--- config.mk ---
export PLATFORM = sky130hd
export DESIGN_NAME = ascii_case_stream
export DESIGN_NICKNAME = d
export VERILOG_FILES = /design/src/rtl/ascii_case_stream.sv
export SDC_FILE = /design/constraint.sdc
export NUM_CORES = 1
export LEC_CHECK = 0
export CAP_MARGIN = 20
export CORE_ASPECT_RATIO = 0.7
export CORE_UTILIZATION = 40
export CTS_CLUSTER_DIAMETER = 200
export DETAILED_ROUTE_END_ITERATION = 16
export PLACE_DENSITY = 0.76
export SYNTH_ARGS = -nofsm -noshare
export SYNTH_HDL_FRONTEND = slang
export SYNTH_SLANG_ARGS = --single-unit
--- constraint.sdc ---
create_clock -name clk -period 2.07 [get_ports clk]
set_clock_uncertainty 0.1 [all_clocks]
set_input_delay 0.414 -clock clk [delete_from_list [all_inputs] [get_ports clk]]
set_output_delay 0.414 -clock clk [all_outputs]
set_load 0.03 [all_outputs]
--- src/rtl/ascii_case_stream.sv ---
// ascii_case_stream: multi-lane ASCII case converter with a valid/ready handshake,
// one registered output stage and a saturating count of case-changed bytes.
// Optional build macro ASCII_CASE_EXT_EN extends conversion to Latin-1 letters.
module ascii_case_stream #(
  parameter int LANES = 4,
  parameter int CNT_W = 16
) (
  input  logic               clk,
  input  logic               rst_n,
  input  logic [1:0]         mode,
  input  logic               in_valid,
  output logic               in_ready,
  input  logic [8*LANES-1:0] in_data,
  output logic               out_valid,
  input  logic               out_ready,
  output logic [8*LANES-1:0] out_data,
  input  logic               cnt_clr,
  output logic [CNT_W-1:0]   conv_cnt
);

  typedef enum logic [1:0] {
    MODE_PASS   = 2'b00,
    MODE_UPPER  = 2'b01,
    MODE_LOWER  = 2'b10,
    MODE_TOGGLE = 2'b11
  } mode_e;

  // Sum is held wide enough for both CNT_W+1 and the largest per-beat count (16).
  localparam int SUM_W = (CNT_W + 1 > 5) ? CNT_W + 1 : 5;
  localparam logic [SUM_W-1:0] CNT_MAX = (SUM_W'(1) << CNT_W) - SUM_W'(1);

  logic               validQ, validD;
  logic [8*LANES-1:0] dataQ, dataD;
  logic [CNT_W-1:0]   cntQ, cntD;
  logic [8*LANES-1:0] convData;
  logic [LANES-1:0]   flipVec;
  logic [4:0]         changeCnt;
  logic               accept;
  logic [SUM_W-1:0]   cntBase;
  logic [SUM_W-1:0]   cntSum;

  // Decides whether bit 5 of one byte flips under the given mode.
  function automatic logic caseFlip(input logic [7:0] b, input logic [1:0] m);
    logic isUpper;
    logic isLower;
    logic flip;
    isUpper = (b >= 8'h41) && (b <= 8'h5A);
    isLower = (b >= 8'h61) && (b <= 8'h7A);
`ifdef ASCII_CASE_EXT_EN
    isUpper = isUpper | ((b >= 8'hC0) && (b <= 8'hDE) && (b != 8'hD7));
    isLower = isLower | ((b >= 8'hE0) && (b <= 8'hFE) && (b != 8'hF7));
`endif
    case (mode_e'(m))
      MODE_UPPER:  flip = isLower;
      MODE_LOWER:  flip = isUpper;
      MODE_TOGGLE: flip = isUpper | isLower;
      default:     flip = 1'b0;
    endcase
    return flip;
  endfunction

  assign in_ready  = ~validQ | out_ready;
  assign accept    = in_valid & in_ready;
  assign out_valid = validQ;
  assign out_data  = dataQ;
  assign conv_cnt  = cntQ;

  // Convert every lane independently and count how many bytes changed case.
  always_comb begin
    convData  = '0;
    flipVec   = '0;
    changeCnt = '0;
    for (int k = 0; k < LANES; k++) begin
      flipVec[k] = caseFlip(in_data[8*k +: 8], mode);
      convData[8*k +: 8] = in_data[8*k +: 8] ^ {2'b00, flipVec[k], 5'b00000};
      changeCnt = changeCnt + 5'(flipVec[k]);
    end
  end

  // Next-state for the output stage and the saturating counter.
  always_comb begin
    validD = validQ;
    dataD  = dataQ;
    if (accept) begin
      validD = 1'b1;
      dataD  = convData;
    end else if (out_ready) begin
      validD = 1'b0;
    end
    cntBase = cnt_clr ? '0 : SUM_W'(cntQ);
    cntSum  = cntBase + (accept ? SUM_W'(changeCnt) : '0);
    cntD    = (cntSum > CNT_MAX) ? CNT_W'(CNT_MAX) : CNT_W'(cntSum);
  end

  // State registers; reset drops any held beat and zeroes the counter.
  always_ff @(posedge clk or negedge rst_n) begin
    if (!rst_n) begin
      validQ <= 1'b0;
      dataQ  <= '0;
      cntQ   <= '0;
    end else begin
      validQ <= validD;
      dataQ  <= dataD;
      cntQ   <= cntD;
    end
  end

endmodule
* Yosys cells after proc, flatten, opt, wreduce, memory -nomap -nowiden
Cells that the tools add are included.
** Storage, ports and cells
- Flip-flop bits (word level) :: 49
- Output and inout port bits :: 50
- Logic and storage cells :: 56
** Cells by class
- Add/subtract/negate cells :: 4
- $lt $le $gt $ge :: 17
- Equality and inequality tests :: 3
- Multiplexer cells :: 9
- Bitwise gates (word level) :: 11
- Reduce and logical (&&, ||, !) cells :: 9
** Operator list (count)
- 8-bit by 7-bit >= comparator with 1-bit output, second input constant :: 8
- 8-bit by 7-bit <= comparator with 1-bit output, second input constant :: 8
- 16-bit 2-to-1 mux :: 2
- 8-bit by 6-bit bitwise XOR with 8-bit output :: 4
- 16-bit by 4-bit adder with 17-bit output :: 1
- 17-bit by 16-bit greater-than comparator with 1-bit output, second input constant :: 1
- 1-bit one-hot mux with 3 select lines :: 4
- 1-bit logical AND :: 8
- 1-bit bitwise OR :: 5
- 3-bit by 1-bit adder with 4-bit output :: 1
- 2-bit equality test, second input constant :: 2
- 4-bit 2-to-1 mux :: 1
- 2-bit by 1-bit adder with 3-bit output :: 1
- 1-bit by 1-bit adder with 2-bit output :: 1
- 2-bit by 1-bit equality test with 1-bit output, second input constant :: 1
- 1-bit 2-to-1 mux :: 2
- 2-bit nonzero test :: 1
- 1-bit bitwise AND :: 1
- 1-bit NOT :: 1

* Logic depth before layout (Yosys ltp)
Gate-level depths: netlist (run 1).
- Depth in word-level cells :: 11
- Mapped depth :: 15
- Depth with buffers taken out :: 15

* Worst setup path after synthesis (run 1)
Ideal clock, no wire load.
- Kind :: input-to-reg
- From :: input in_data[7]
- To :: register cntQ[10] (netlist: conv_cnt[10])
- Data arrival time :: 3536 ps
- Slack :: -1649 ps
- Stages :: 14
- Path buffers :: 1
- Path through :: nand2b_1 or4_4 fa_1 inv_1 ha_1 ha_1 and3_1 inv_1 fa_1 nor2b_1 o21a_1 nand4_2 buf_2 o21ai_0
** On the way
- Word-level cells in the longest chain between the ends :: 11
- Elaborated cells between the ends (all ways) :: 15
** RTL lines
- from (decl) :: line 13 : input logic [8*LANES-1:0] in_data,
- 8-bit by 7-bit >= comparator with 1-bit output, or another cell as far along :: line 47 : isUpper = (b >= 8'h41) && (b <= 8'h5A);
- 1-bit logical AND, on equally long branches :: line 47, 48
- 1-bit bitwise OR :: line 56 : MODE_TOGGLE: flip = isUpper | isLower;
- 1-bit one-hot mux with 3 select lines (*) :: line 53 : case (mode_e'(m))
- 1-bit by 1-bit adder with 2-bit output (*) :: line 76 : changeCnt = changeCnt + 5'(flipVec[k]);
- 2-bit by 1-bit adder with 3-bit output (*) :: line 76
- 3-bit by 1-bit adder with 4-bit output (*) :: line 76
- 4-bit 2-to-1 mux (*) :: line 91 : cntSum = cntBase + (accept ? SUM_W'(changeCnt) : '0);
- 16-bit by 4-bit adder with 17-bit output (*) :: line 91
- 17-bit by 16-bit greater-than comparator with 1-bit output :: line 92 : cntD = (cntSum > CNT_MAX) ? CNT_W'(CNT_MAX) : CNT_W'(cntSum);
- 16-bit 2-to-1 mux (*) :: line 92
- net cntD[10] :: line 34 : logic [CNT_W-1:0] cntQ, cntD;
- to (signal assigned) :: line 104 : cntQ <= cntD;
- to (decl) :: line 34
Mark *: on every way through the listed nets, which the timed path passes. The rest lies on a longest branch.
A chain may end at the register's enable or synchronous reset.

* Final worst setup path (run 1)
- From :: input in_data[7]
- To :: register cntQ[14] (netlist: conv_cnt[14])
Same word-level chain as after synthesis.

==> flow_metrics.tcl, run 1 <==
set metrics [dict create \
    grt_overflow_total 0 \
    ys_warn_count 0 \
    layout_common_cells "clkdlybuf4s50_1 (60), dfrtp_1 (49), buf_4 (37), mux2_2 (28)" \
    grt_max_degree 25 \
    slew_violations 0 \
    clock_latency_ps 300 \
    leakage_nw 1.774 \
    required_ps 2170 \
    reg2reg_from "conv_cnt[0]$_DFF_PN0_" \
    powerDensity_nw_per_um2 639.6 \
    rows 23 \
    power.total_mw 2.500 \
    drive_gt1_frac 0.4054 \
    place_area_um2 3622 \
    setup_slack_ps -1378 \
    vias_per_cell 5.000 \
    cpPeakStageDelay_ps 570 \
    min_from "in_data[7]" \
    dieArea_um2 6305 \
    yosys-top-cells-area "dfrtp_1 (51%), mux2_2 (13%), xor2_1 (3.7%)" \
    cts.path.max_buffers 2 \
    whs_ps 230.8 \
    maxCapViolations 0 \
    wl_per_cell_um 15.76 \
    crit_path_top_delay_cell "fa_1" \
    hold_violations 0 \
    port-buffer-count 88 \
    path_max_fanout 3 \
    synth_nets 248 \
    ys_ff_latch 49 \
    rsz0062_at_grt "true" \
    synth_area_leader_cell "dfrtp_1" \
    crit_start "in_data[7]" \
    fin_cells 408 \
    worstSetupStartpointType "input port" \
    coreArea_um2 5756 \
    cts.sink_count 49 \
    period_minus_slack_ps 3448 \
    die_w_um 94.48 \
    synth_top_family_by_area "simple AND/OR/NAND/NOR gates" \
    synth_xor_area_frac 0.06217 \
    dp_cells 394 \
    synth_area_um2 2395 \
    setup_violations 16 \
    yosys.area_share.simple 0.1520 \
    min_path_type "in2reg" \
    critPathKind "in2reg" \
    run_status "complete, but fails checks" \
    initial_core_util 0.4161 \
    gp_congestion 0.7989 \
    endpoint_kind "flop" \
    synth_fa_ha_area_frac 0.04284 \
    fillers 446 \
    max_slew_margin 0.6875 \
    vdd_drop_max_mv 0.3661 \
    drtAntennaViolNets 0 \
    seq_area_frac_synth 0.5120 \
    max_freq_mhz 290.0 \
    post-dp-hpwl_mm 4.588 \
    grt_antenna_before_repair 0 \
    drt_iter0_markers 86 \
    violations "setup timing" \
    layout.nets 378 \
    grt_usage 0.2036 \
    synth_cell_types 35 \
    synth_mux_area_frac 0.1484 \
    tightest_slew_ps 468.8 \
    netlist_instances 202 \
    vias 2040 \
    yosysTopAreaCellShare 0.5120 \
    fin_crit_sh 1.666 \
    setup_tns_ps -21170 \
    grt_first_pass_wirelength_mm 9.653 \
    n_antenna_cell 0 \
    crit_chain "buf_6 -> nand2b_4 -> or4_4 -> fa_1 -> inv_2 -> ha_4 -> and3_4 -> ha_4 -> inv_2 -> fa_2 -> nor2b_4 -> o211ai_1 -> nor2_1 -> xnor2_1 -> o21ai_2" \
    wl_mm 6.429 \
    final_common_cell "clkdlybuf4s50_1" \
    dr.pass1.iters 4 \
    cts_buffers 5 \
    cts_root_buffer "clkbuf_8" \
    design_area_um2 3909 \
    drc 0 \
    areaGrowthSynthToFinish_pct 63.22 \
    htree_levels 2 \
    synth.avg_cell_area_um2 11.86 \
    cp.arrival_ps 3550 \
    cts_tree "yes" \
    ios 89 \
    clkTransAtPathRegs_ps 90 \
    fp.dieH_um 66.74 \
    synth_compound_area_frac 0.06479 \
    grt_pass1_vias 1969 \
]
metal layers:
layer,vias to the layer above,track usage,share of wire
li1,971,-,-
met1,988,0.2927,0.45
met2,67,0.3025,0.48
met3,14,0.04110,0.048
met4,0,0.07576,0.026
met5,-,0,0
path summary, 6_finish.rpt:
kind / endpoint / slack, ps / cells after the start
worst min register to register: out_data[13]$_DFFE_PN0P_ / 390 / 2
worst max register to register: conv_cnt[14]$_DFF_PN0_ / -120 / 9
worst min-delay path: out_data[7]$_DFFE_PN0P_ / 230 / 2
worst max-delay path: conv_cnt[14]$_DFF_PN0_ / -1380 / 15
min in group asynchronous: out_data[26]$_DFFE_PN0P_ / 520 / 2
max in group asynchronous: out_data[31]$_DFFE_PN0P_ / 740 / 3
registers in the layout, summed over array words and instances (netlist names):
name,flops
conv_cnt,16
out_data,32
out_valid,1
per-stage QoR:
| step | worst slack (ps) | utilization |
|---|---|---|
| global placement | -2038 | 0.6293 |
| CTS | -1429 | 0.6598 |
| finish | -1378 | 0.6791 |
| global route | -1488 | 0.6791 |
| floorplan | -1458 | - |
| detailed placement | -2138 | 0.6293 |
critical path, delay by kind of cell:
family,cells,cell delay [ps]
compound gates,2,250
xor+xnor,1,150
fa+ha+maj,4,1350
buf+inv,3,180
simple gates,5,1200
cells by family after synthesis:
family	count (synthesis)
adders and majority gates	7
xor gates and xnor gates	17
AOI/OAI and AO/OA	26
DFF	49
and+or+nand+nor	61
buffers and inverters	10
muxes	32
report_power, final:
part / switching [mW] / internal [mW] / leakage [nW]
clock: 0.324 / 0.303 / 0.0542
sequential: 0.0494 / 1.06 / 0.610
combinational: 0.399 / 0.370 / 1.11
cells in the mapped netlist:
| library cell | n |
|---|---|
| nor2b_1 | 6 |
| and2b_1 | 1 |
| o21ai_0 | 14 |
| o21a_1 | 1 |
| mux2_2 | 28 |
| o2111ai_1 | 1 |
| mux2i_1 | 4 |
| xnor2_1 | 7 |
| inv_1 | 5 |
| dfrtp_1 | 49 |
| or4_1 | 4 |
| nand2_1 | 14 |
| nor4_2 | 1 |
| clkbuf_1 | 1 |
| nor3b_1 | 1 |
| ha_1 | 5 |
| o211ai_2 | 1 |
| nand3_1 | 4 |
| fa_1 | 2 |
| o21ai_1 | 2 |
| nor2_1 | 7 |
| nand4_1 | 1 |
| nand2_2 | 1 |
| a21o_1 | 1 |
| a21oi_1 | 4 |
| or4_4 | 2 |
| o211ai_1 | 1 |
| and3_1 | 8 |
| buf_2 | 4 |
| and4b_1 | 2 |
| xor2_1 | 10 |
| and4_1 | 1 |
| nand4_2 | 1 |
| nand2b_1 | 7 |
| a21boi_2 | 1 |
layout make-up:
class,instances,area [µm²],area share
multi-input combinational,143,1320,0.3377
timing repair buffer,128,1149,0.2939
clock buffer,7,96.34,0.02465
tap,75,93.84,0.02401
inverter,5,18.77,0.004802
clock inverter,1,5.005,0.001280
sequential,49,1226,0.3137
what timing repair did:
item / 4_1_cts / 5_1_grt
buffers inserted: 2 / 3
pin swaps: 20 / 23
hold buffers: 1 / 0
hold endpoints to repair: 18 / 0
gates resized for setup: 89 / 33
endpoints found under the setup margin: 16 / 16
Power figures use the tool's default switching activity.
==> inputs of run 2 (changes only) <==
--- a/config.mk
+++ b/config.mk
@@ -11,6 +11,7 @@
 export CTS_CLUSTER_DIAMETER = 200
 export DETAILED_ROUTE_END_ITERATION = 16
 export PLACE_DENSITY = 0.76
+export SLEW_MARGIN = 10
 export SYNTH_ARGS = -nofsm -noshare
 export SYNTH_HDL_FRONTEND = slang
 export SYNTH_SLANG_ARGS = --single-unit
==> results of run 2 <==
No change in the layout: final DEF, timing and power equal those of run 1.
